--- src/rtl/cpu_pkg.sv ---
// Shared core types: default datapath widths and the write-back entry bundle.
// The bundle is reused by the EX/MEM and MEM/WB stages.
package cpu_pkg;

    localparam int CPU_DATA_W = 16;
    localparam int CPU_RD_W   = 4;

    typedef struct packed {
        logic                  reg_write;
        logic                  reg_store;
        logic [CPU_DATA_W-1:0] alu_result;
        logic [CPU_DATA_W-1:0] store_mem;
        logic [CPU_RD_W-1:0]   rd;
    } wb_entry_t;

endpackage

--- src/rtl/mem_wb_stage_if.sv ---
// MEM->WB handshake bundle; slave = stage, master = surrounding pipeline.
// Forwarding taps exist only when WB_FWD_EN is defined.
interface mem_wb_stage_if
    import cpu_pkg::*;
#(
    parameter int DATA_W = CPU_DATA_W,
    parameter int RD_W   = CPU_RD_W
);
    logic              IValid;
    logic              OReady;
    logic              IRegWrite;
    logic              IRegStore;
    logic [DATA_W-1:0] IALUResult;
    logic [DATA_W-1:0] IStoreMem;
    logic [RD_W-1:0]   IRd;
    logic              IFlush;
    logic              OValid;
    logic              IReady;
    logic              ORegWrite;
    logic              ORegStore;
    logic [DATA_W-1:0] OALUResult;
    logic [DATA_W-1:0] OStoreMem;
    logic [RD_W-1:0]   ORd;
    logic [1:0]        OCount;
`ifdef WB_FWD_EN
    logic              OFwdValid;
    logic [RD_W-1:0]   OFwdRd;
    logic [DATA_W-1:0] OFwdData;

    modport slave (
        input  IValid, IRegWrite, IRegStore, IALUResult,
        input  IStoreMem, IRd, IFlush, IReady,
        output OReady, OValid, ORegWrite, ORegStore,
        output OALUResult, OStoreMem, ORd, OCount,
        output OFwdValid, OFwdRd, OFwdData
    );

    modport master (
        output IValid, IRegWrite, IRegStore, IALUResult,
        output IStoreMem, IRd, IFlush, IReady,
        input  OReady, OValid, ORegWrite, ORegStore,
        input  OALUResult, OStoreMem, ORd, OCount,
        input  OFwdValid, OFwdRd, OFwdData
    );
`else
    modport slave (
        input  IValid, IRegWrite, IRegStore, IALUResult,
        input  IStoreMem, IRd, IFlush, IReady,
        output OReady, OValid, ORegWrite, ORegStore,
        output OALUResult, OStoreMem, ORd, OCount
    );

    modport master (
        output IValid, IRegWrite, IRegStore, IALUResult,
        output IStoreMem, IRd, IFlush, IReady,
        input  OReady, OValid, ORegWrite, ORegStore,
        input  OALUResult, OStoreMem, ORd, OCount
    );
`endif
endinterface

--- src/rtl/skid_buffer.sv ---
// Generic 2-entry valid/ready skid buffer with synchronous flush.
// in_ready is registered, so out_ready never reaches the input side.
module skid_buffer #(
    parameter int W = 8
) (
    input  logic         clk,
    input  logic         rst_n,
    input  logic         flush,
    input  logic         in_valid,
    output logic         in_ready,
    input  logic [W-1:0] in_data,
    output logic         out_valid,
    input  logic         out_ready,
    output logic [W-1:0] out_data,
    output logic [1:0]   count
);
    logic         main_valid_q, main_valid_d;
    logic         skid_valid_q, skid_valid_d;
    logic [W-1:0] main_q, main_d;
    logic [W-1:0] skid_q, skid_d;
    logic         accept;
    logic         consume;

    assign accept  = in_valid && !skid_valid_q;
    assign consume = main_valid_q && out_ready;

    always_comb begin
        main_valid_d = main_valid_q;
        skid_valid_d = skid_valid_q;
        main_d       = main_q;
        skid_d       = skid_q;
        if (flush) begin
            main_valid_d = 1'b0;
            skid_valid_d = 1'b0;
            main_d       = '0;
            skid_d       = '0;
        end else if (consume) begin
            if (skid_valid_q) begin
                // Skid is full, so no accept can coincide here.
                main_d       = skid_q;
                skid_valid_d = 1'b0;
            end else if (accept) begin
                main_d = in_data;
            end else begin
                main_valid_d = 1'b0;
            end
        end else if (accept) begin
            if (!main_valid_q) begin
                main_d       = in_data;
                main_valid_d = 1'b1;
            end else begin
                skid_d       = in_data;
                skid_valid_d = 1'b1;
            end
        end
    end

    always_ff @(posedge clk or negedge rst_n) begin
        if (!rst_n) begin
            main_valid_q <= 1'b0;
            skid_valid_q <= 1'b0;
            main_q       <= '0;
            skid_q       <= '0;
        end else begin
            main_valid_q <= main_valid_d;
            skid_valid_q <= skid_valid_d;
            main_q       <= main_d;
            skid_q       <= skid_d;
        end
    end

    assign in_ready  = !skid_valid_q;
    assign out_valid = main_valid_q;
    assign out_data  = main_q;
    assign count     = {1'b0, main_valid_q} + {1'b0, skid_valid_q};
endmodule

--- src/rtl/mem_wb_stage.sv ---
// MEM->WB pipeline stage: skid-buffered write-back bundle with flush.
// Define WB_FWD_EN to expose combinational forwarding taps from the head.
module mem_wb_stage
    import cpu_pkg::*;
#(
    parameter int DATA_W = CPU_DATA_W,
    parameter int RD_W   = CPU_RD_W
) (
    input logic           CLK,
    input logic           Reset,
    mem_wb_stage_if.slave bus
);
    typedef struct packed {
        logic              reg_write;
        logic              reg_store;
        logic [DATA_W-1:0] alu_result;
        logic [DATA_W-1:0] store_mem;
        logic [RD_W-1:0]   rd;
    } slot_t;

    localparam int W = $bits(slot_t);

    slot_t in_s;
    slot_t out_s;
    logic  out_valid;

    always_comb begin
        in_s.reg_write  = bus.IRegWrite;
        in_s.reg_store  = bus.IRegStore;
        in_s.alu_result = bus.IALUResult;
        in_s.store_mem  = bus.IStoreMem;
        in_s.rd         = bus.IRd;
    end

    skid_buffer #(.W(W)) u_skid (
        .clk       (CLK),
        .rst_n     (Reset),
        .flush     (bus.IFlush),
        .in_valid  (bus.IValid),
        .in_ready  (bus.OReady),
        .in_data   (in_s),
        .out_valid (out_valid),
        .out_ready (bus.IReady),
        .out_data  (out_s),
        .count     (bus.OCount)
    );

    assign bus.OValid     = out_valid;
    assign bus.ORegWrite  = out_s.reg_write;
    assign bus.ORegStore  = out_s.reg_store;
    assign bus.OALUResult = out_s.alu_result;
    assign bus.OStoreMem  = out_s.store_mem;
    assign bus.ORd        = out_s.rd;

`ifdef WB_FWD_EN
    assign bus.OFwdValid = out_valid && out_s.reg_write;
    assign bus.OFwdRd    = out_s.rd;
    assign bus.OFwdData  = out_s.reg_store ? out_s.store_mem
                                           : out_s.alu_result;
`endif
endmodule

--- src/flat_wrapper.sv ---
// flat-port wrapper written by rule: the top's interface ports become plain ports
module mem_wb_stage_flat import cpu_pkg::*;
#(
    parameter int DATA_W = CPU_DATA_W,
    parameter int RD_W   = CPU_RD_W
)
  (CLK, Reset, bus_IValid, bus_IRegWrite, bus_IRegStore, bus_IALUResult, bus_IStoreMem, bus_IRd, bus_IFlush, bus_IReady, bus_OReady, bus_OValid, bus_ORegWrite, bus_ORegStore, bus_OALUResult, bus_OStoreMem, bus_ORd, bus_OCount);
  mem_wb_stage_if #(.DATA_W(DATA_W), .RD_W(RD_W)) bus_i ();
  input logic CLK;
  input logic Reset;
  input wire logic [$bits(bus_i.IValid)-1:0] bus_IValid;
  input wire logic [$bits(bus_i.IRegWrite)-1:0] bus_IRegWrite;
  input wire logic [$bits(bus_i.IRegStore)-1:0] bus_IRegStore;
  input wire logic [$bits(bus_i.IALUResult)-1:0] bus_IALUResult;
  input wire logic [$bits(bus_i.IStoreMem)-1:0] bus_IStoreMem;
  input wire logic [$bits(bus_i.IRd)-1:0] bus_IRd;
  input wire logic [$bits(bus_i.IFlush)-1:0] bus_IFlush;
  input wire logic [$bits(bus_i.IReady)-1:0] bus_IReady;
  output wire logic [$bits(bus_i.OReady)-1:0] bus_OReady;
  output wire logic [$bits(bus_i.OValid)-1:0] bus_OValid;
  output wire logic [$bits(bus_i.ORegWrite)-1:0] bus_ORegWrite;
  output wire logic [$bits(bus_i.ORegStore)-1:0] bus_ORegStore;
  output wire logic [$bits(bus_i.OALUResult)-1:0] bus_OALUResult;
  output wire logic [$bits(bus_i.OStoreMem)-1:0] bus_OStoreMem;
  output wire logic [$bits(bus_i.ORd)-1:0] bus_ORd;
  output wire logic [$bits(bus_i.OCount)-1:0] bus_OCount;
  assign bus_i.IValid = bus_IValid;
  assign bus_i.IRegWrite = bus_IRegWrite;
  assign bus_i.IRegStore = bus_IRegStore;
  assign bus_i.IALUResult = bus_IALUResult;
  assign bus_i.IStoreMem = bus_IStoreMem;
  assign bus_i.IRd = bus_IRd;
  assign bus_i.IFlush = bus_IFlush;
  assign bus_i.IReady = bus_IReady;
  assign bus_OReady = bus_i.OReady;
  assign bus_OValid = bus_i.OValid;
  assign bus_ORegWrite = bus_i.ORegWrite;
  assign bus_ORegStore = bus_i.ORegStore;
  assign bus_OALUResult = bus_i.OALUResult;
  assign bus_OStoreMem = bus_i.OStoreMem;
  assign bus_ORd = bus_i.ORd;
  assign bus_OCount = bus_i.OCount;
  mem_wb_stage #(.DATA_W(DATA_W), .RD_W(RD_W)) u_core (.CLK(CLK), .Reset(Reset), .bus(bus_i));
endmodule
--- config.mk ---
export PLATFORM = sky130hd
export DESIGN_NAME = mem_wb_stage_flat
export DESIGN_NICKNAME = d
export VERILOG_FILES = /design/src/rtl/cpu_pkg.sv /design/src/rtl/mem_wb_stage_if.sv /design/src/rtl/skid_buffer.sv /design/src/rtl/mem_wb_stage.sv /design/src/flat_wrapper.sv
export SDC_FILE = /design/constraint.sdc
export NUM_CORES = 1
export LEC_CHECK = 0
export ABC_CLOCK_PERIOD_IN_PS = 3100
export CAP_MARGIN = 20
export CELL_PAD_IN_SITES_DETAIL_PLACEMENT = 1
export CELL_PAD_IN_SITES_GLOBAL_PLACEMENT = 2
export CORE_MARGIN = 2
export CORE_UTILIZATION = 30
export CTS_BUF_LIST = sky130_fd_sc_hd__clkbuf_2
export DETAILED_ROUTE_END_ITERATION = 10
export PLACE_DENSITY = 0.89
export REMOVE_ABC_BUFFERS = 1
export SLEW_MARGIN = 20
export SYNTH_ARGS = -nofsm -noshare
export SYNTH_HDL_FRONTEND = slang
export SYNTH_SLANG_ARGS = --single-unit
--- constraint.sdc ---
create_clock -name CLK -period 3.1 [get_ports CLK]
set_input_delay 0.93 -clock CLK [delete_from_list [all_inputs] [get_ports CLK]]
set_output_delay 0.93 -clock CLK [all_outputs]
set_load 0.005 [all_outputs]
==> run_results.csv <==
group,metric,value,unit
finish,regArea,0.00195,mm^2
logic_synthesis,syn_inst,350,
power_and_ir_drop,ir_drop,0.000207,V
place,hpwl,6.09,mm
timing,fmax,0.353,GHz
finish,final_common_cell,"clkdlybuf4s50_1",
global_routing,grt_pass1_vias,3040,
finish,multi_input_area,0.00122,mm^2
worst_setup_path,critical_path_class,"reg -> out",
timing,rsz0062_at_grt,"no",
clock_network,cts_buffers,9,
timing,period_needed,2.83,ns
logic_synthesis,avgSynthCellArea,9.93,um^2
power_and_ir_drop,p_leak,1.86,nW
finish,stdcell_count,572,
floorplan,rows,39,
timing,setup_violations,0,
finish,fin_nets,469,
drt,num_vias,2870,
finish,final_cell_mix,"clkdlybuf4s50_1, dfrtp_1, nand2_1, a21oi_1, inv_1",
place,dp.cells,557,
drt,post_drt_wl_per_cell,16.3,um
clock_network,cts.clk_slew.worst_paths,0.24,ns
logic_synthesis,synth_area,0.00347,mm^2
power_and_ir_drop,powerDensity,474,mW/mm^2
timing,fin_skew,0.0327,ns
timing,slew_viol_final,0,
job,cap_violations,0,
timing,post-route-period-util,91.3,%
floorplan,die_x,112,um
place,place.gp.congestion,0.701,
floorplan,die_h,112,um
global_routing,grt_pass1_wl,15.4,mm
place,place_area,0.00444,mm^2
clock_network,root_buffer,"clkbuf_2",
drt,wirelength,9.30,mm
drt,final_antenna_net_count,0,
logic_synthesis,ys_types,21,
finish,postLayoutCellArea,0.00459,mm^2
finish,post-route-util,40.4,%
timing,finalHoldViolCount,0,
drt,vias_per_cell,5.02,
clock_network,cts_tree,"built",
worst_setup_path,critPathMaxFanout,11,
global_routing,grt_max_degree,79,
floorplan,dieArea,0.0125,mm^2
timing,maxSlewHeadroom,42.9,%
logic_synthesis,synth_flop_cell,"dfrtp_1",
clock_network,cts_sinks,78,
floorplan,start_util,30.6,%
timing,worst_pin_slew,0.857,ns
worst_setup_path,worst_ep_arrival_time,1.90,ns
floorplan,fp.coreArea,0.0114,mm^2
logic_synthesis,ys_warn_count,0,
logic_synthesis,ys_ff_latch,78,
clock_network,ctsHoldBuffers,0,
status,status,"finished clean",
drt,drtIter0Drc,95,
drt,drc_errors,0,
finish,antenna_cells,0,
logic_synthesis,synth_edf_count,0,
clock_network,clock_tree.buffer_depth,2,
finish,fill_cells,1297,
worst_setup_path,cp-start-kind,"flip-flop",
timing,tns,0,ns
clock_network,cts_resized,0,
logic_synthesis,ys_seq_area_share,56.2,%
clock_network,clk_latency,0.51,ns
worst_setup_path,required,2.17,ns
hold_path,worstHoldPathType,"in -> async",
global_routing,antenna_found_initial,0,
global_routing,grt_overflow,0,
clock_network,postCtsSetupBuffers,0,
floorplan,pin_count,85,
global_routing,grt_usage,15.4,%
logic_synthesis,synthArstFlopShare,100,%
worst_setup_path,cp-end-kind,"primary output",
finish,drive_gt1_share,11.7,%
clock_network,cts_htree_levels,3,
finish,syn_to_final_growth,32.1,%
drt,first_pass_iters,4,
place,io_buffers,84,
-- area by class of cell --
class	instances	area share, %
clock inverters	5	2.15
repair buffers	93	20.4
clock buffers	10	1.09
inverters	40	3.27
multi-input cells	203	26.6
well taps	143	3.90
flip-flops and latches	78	42.5
-- cell families after synthesis --
logic type | after synthesis | share of synthesized area [%]
AOI/OAI and AO/OA | 119 | 24.2
and+or+nand+nor | 83 | 10.2
buffers and inverters | 69 | 9.15
adders and majority gates | 1 | 0.360
DFF | 78 | 56.2
-- worst max-delay path, cell delays in order, from the launching register on --
cell and delay, ns:
dfrtp_1 0.56, ha_1 0.34, clkdlybuf4s50_1 0.49
-- where the power goes --
part / total [W] / internal (W) / switching, W
registers: 0.00112 / 0.00108 / 0.0000407
clock network: 0.000699 / 0.000343 / 0.000355
logic: 0.000362 / 0.000204 / 0.000158
total: 0.00218 / 0.00162 / 0.000554
-- synth_stat cells (3+ instances only) --
| library cell | n | area (um^2) |
|---|---|---|
| a21oi_1 | 78 | 390 |
| dfrtp_1 | 78 | 1950 |
| nand2_1 | 77 | 289 |
| inv_1 | 40 | 150 |
| o221a_1 | 20 | 225 |
| o221a_2 | 18 | 203 |
| clkbuf_1 | 10 | 37.5 |
| buf_2 | 8 | 40.0 |
| buf_4 | 7 | 52.6 |
| buf_6 | 3 | 33.8 |
-- routing by layer --
layer | wire [um] | vias to the layer above | GRT usage, % | share of wire, %
met5 | 0 | - | 0 | 0
met4 | 93 | 0 | 3.95 | 1.0
met3 | 390 | 8 | 3.86 | 4.2
met2 | 4620 | 65 | 25.9 | 50
met1 | 4190 | 1452 | 19.9 | 45
li1 | - | 1345 | - | -
-- state kept, by name (all words and copies together), names as in the netlist --
signal                      flops
u_core.u_skid.skid_valid_q      1
u_core.u_skid.out_valid         1
u_core.u_skid.out_data         38
u_core.u_skid.skid_q           38
-- through the flow --
stage	setup slack, ns	hold WS (ns)	power, W
detailed placement	0.318	0.516	0.00150
finish	0.269	0.331	0.00218
floorplan	0.223	0.495	0.00124
CTS	0.238	0.307	0.00221
global route	0.166	0.317	0.00228
global placement	0.373	0.509	0.00149
-- worst paths after layout --
| path | start | endpoint | slack (ns) | cells past startpoint |
|---|---|---|---|---|
| worst max-delay path | u_core.u_skid.out_valid$_DFFE_PN0P_ | bus_OCount[0] | 0.27 | 2 |
| worst min register to register | u_core.u_skid.skid_q[33]$_DFFE_PN0P_ | u_core.u_skid.skid_q[33]$_DFFE_PN0P_ | 0.53 | 2 |
| max in group asynchronous | Reset | u_core.u_skid.out_data[12]$_DFFE_PN0P_ | 2.14 | 2 |
| worst max register to register | u_core.u_skid.out_valid$_DFFE_PN0P_ | u_core.u_skid.out_data[2]$_DFFE_PN0P_ | 1.13 | 3 |
| min in group CLK | u_core.u_skid.skid_q[33]$_DFFE_PN0P_ | u_core.u_skid.skid_q[33]$_DFFE_PN0P_ | 0.53 | 2 |
| worst min-delay path | Reset | u_core.u_skid.skid_q[21]$_DFFE_PN0P_ | 0.33 | 1 |
Power figures use the tool's default switching activity.
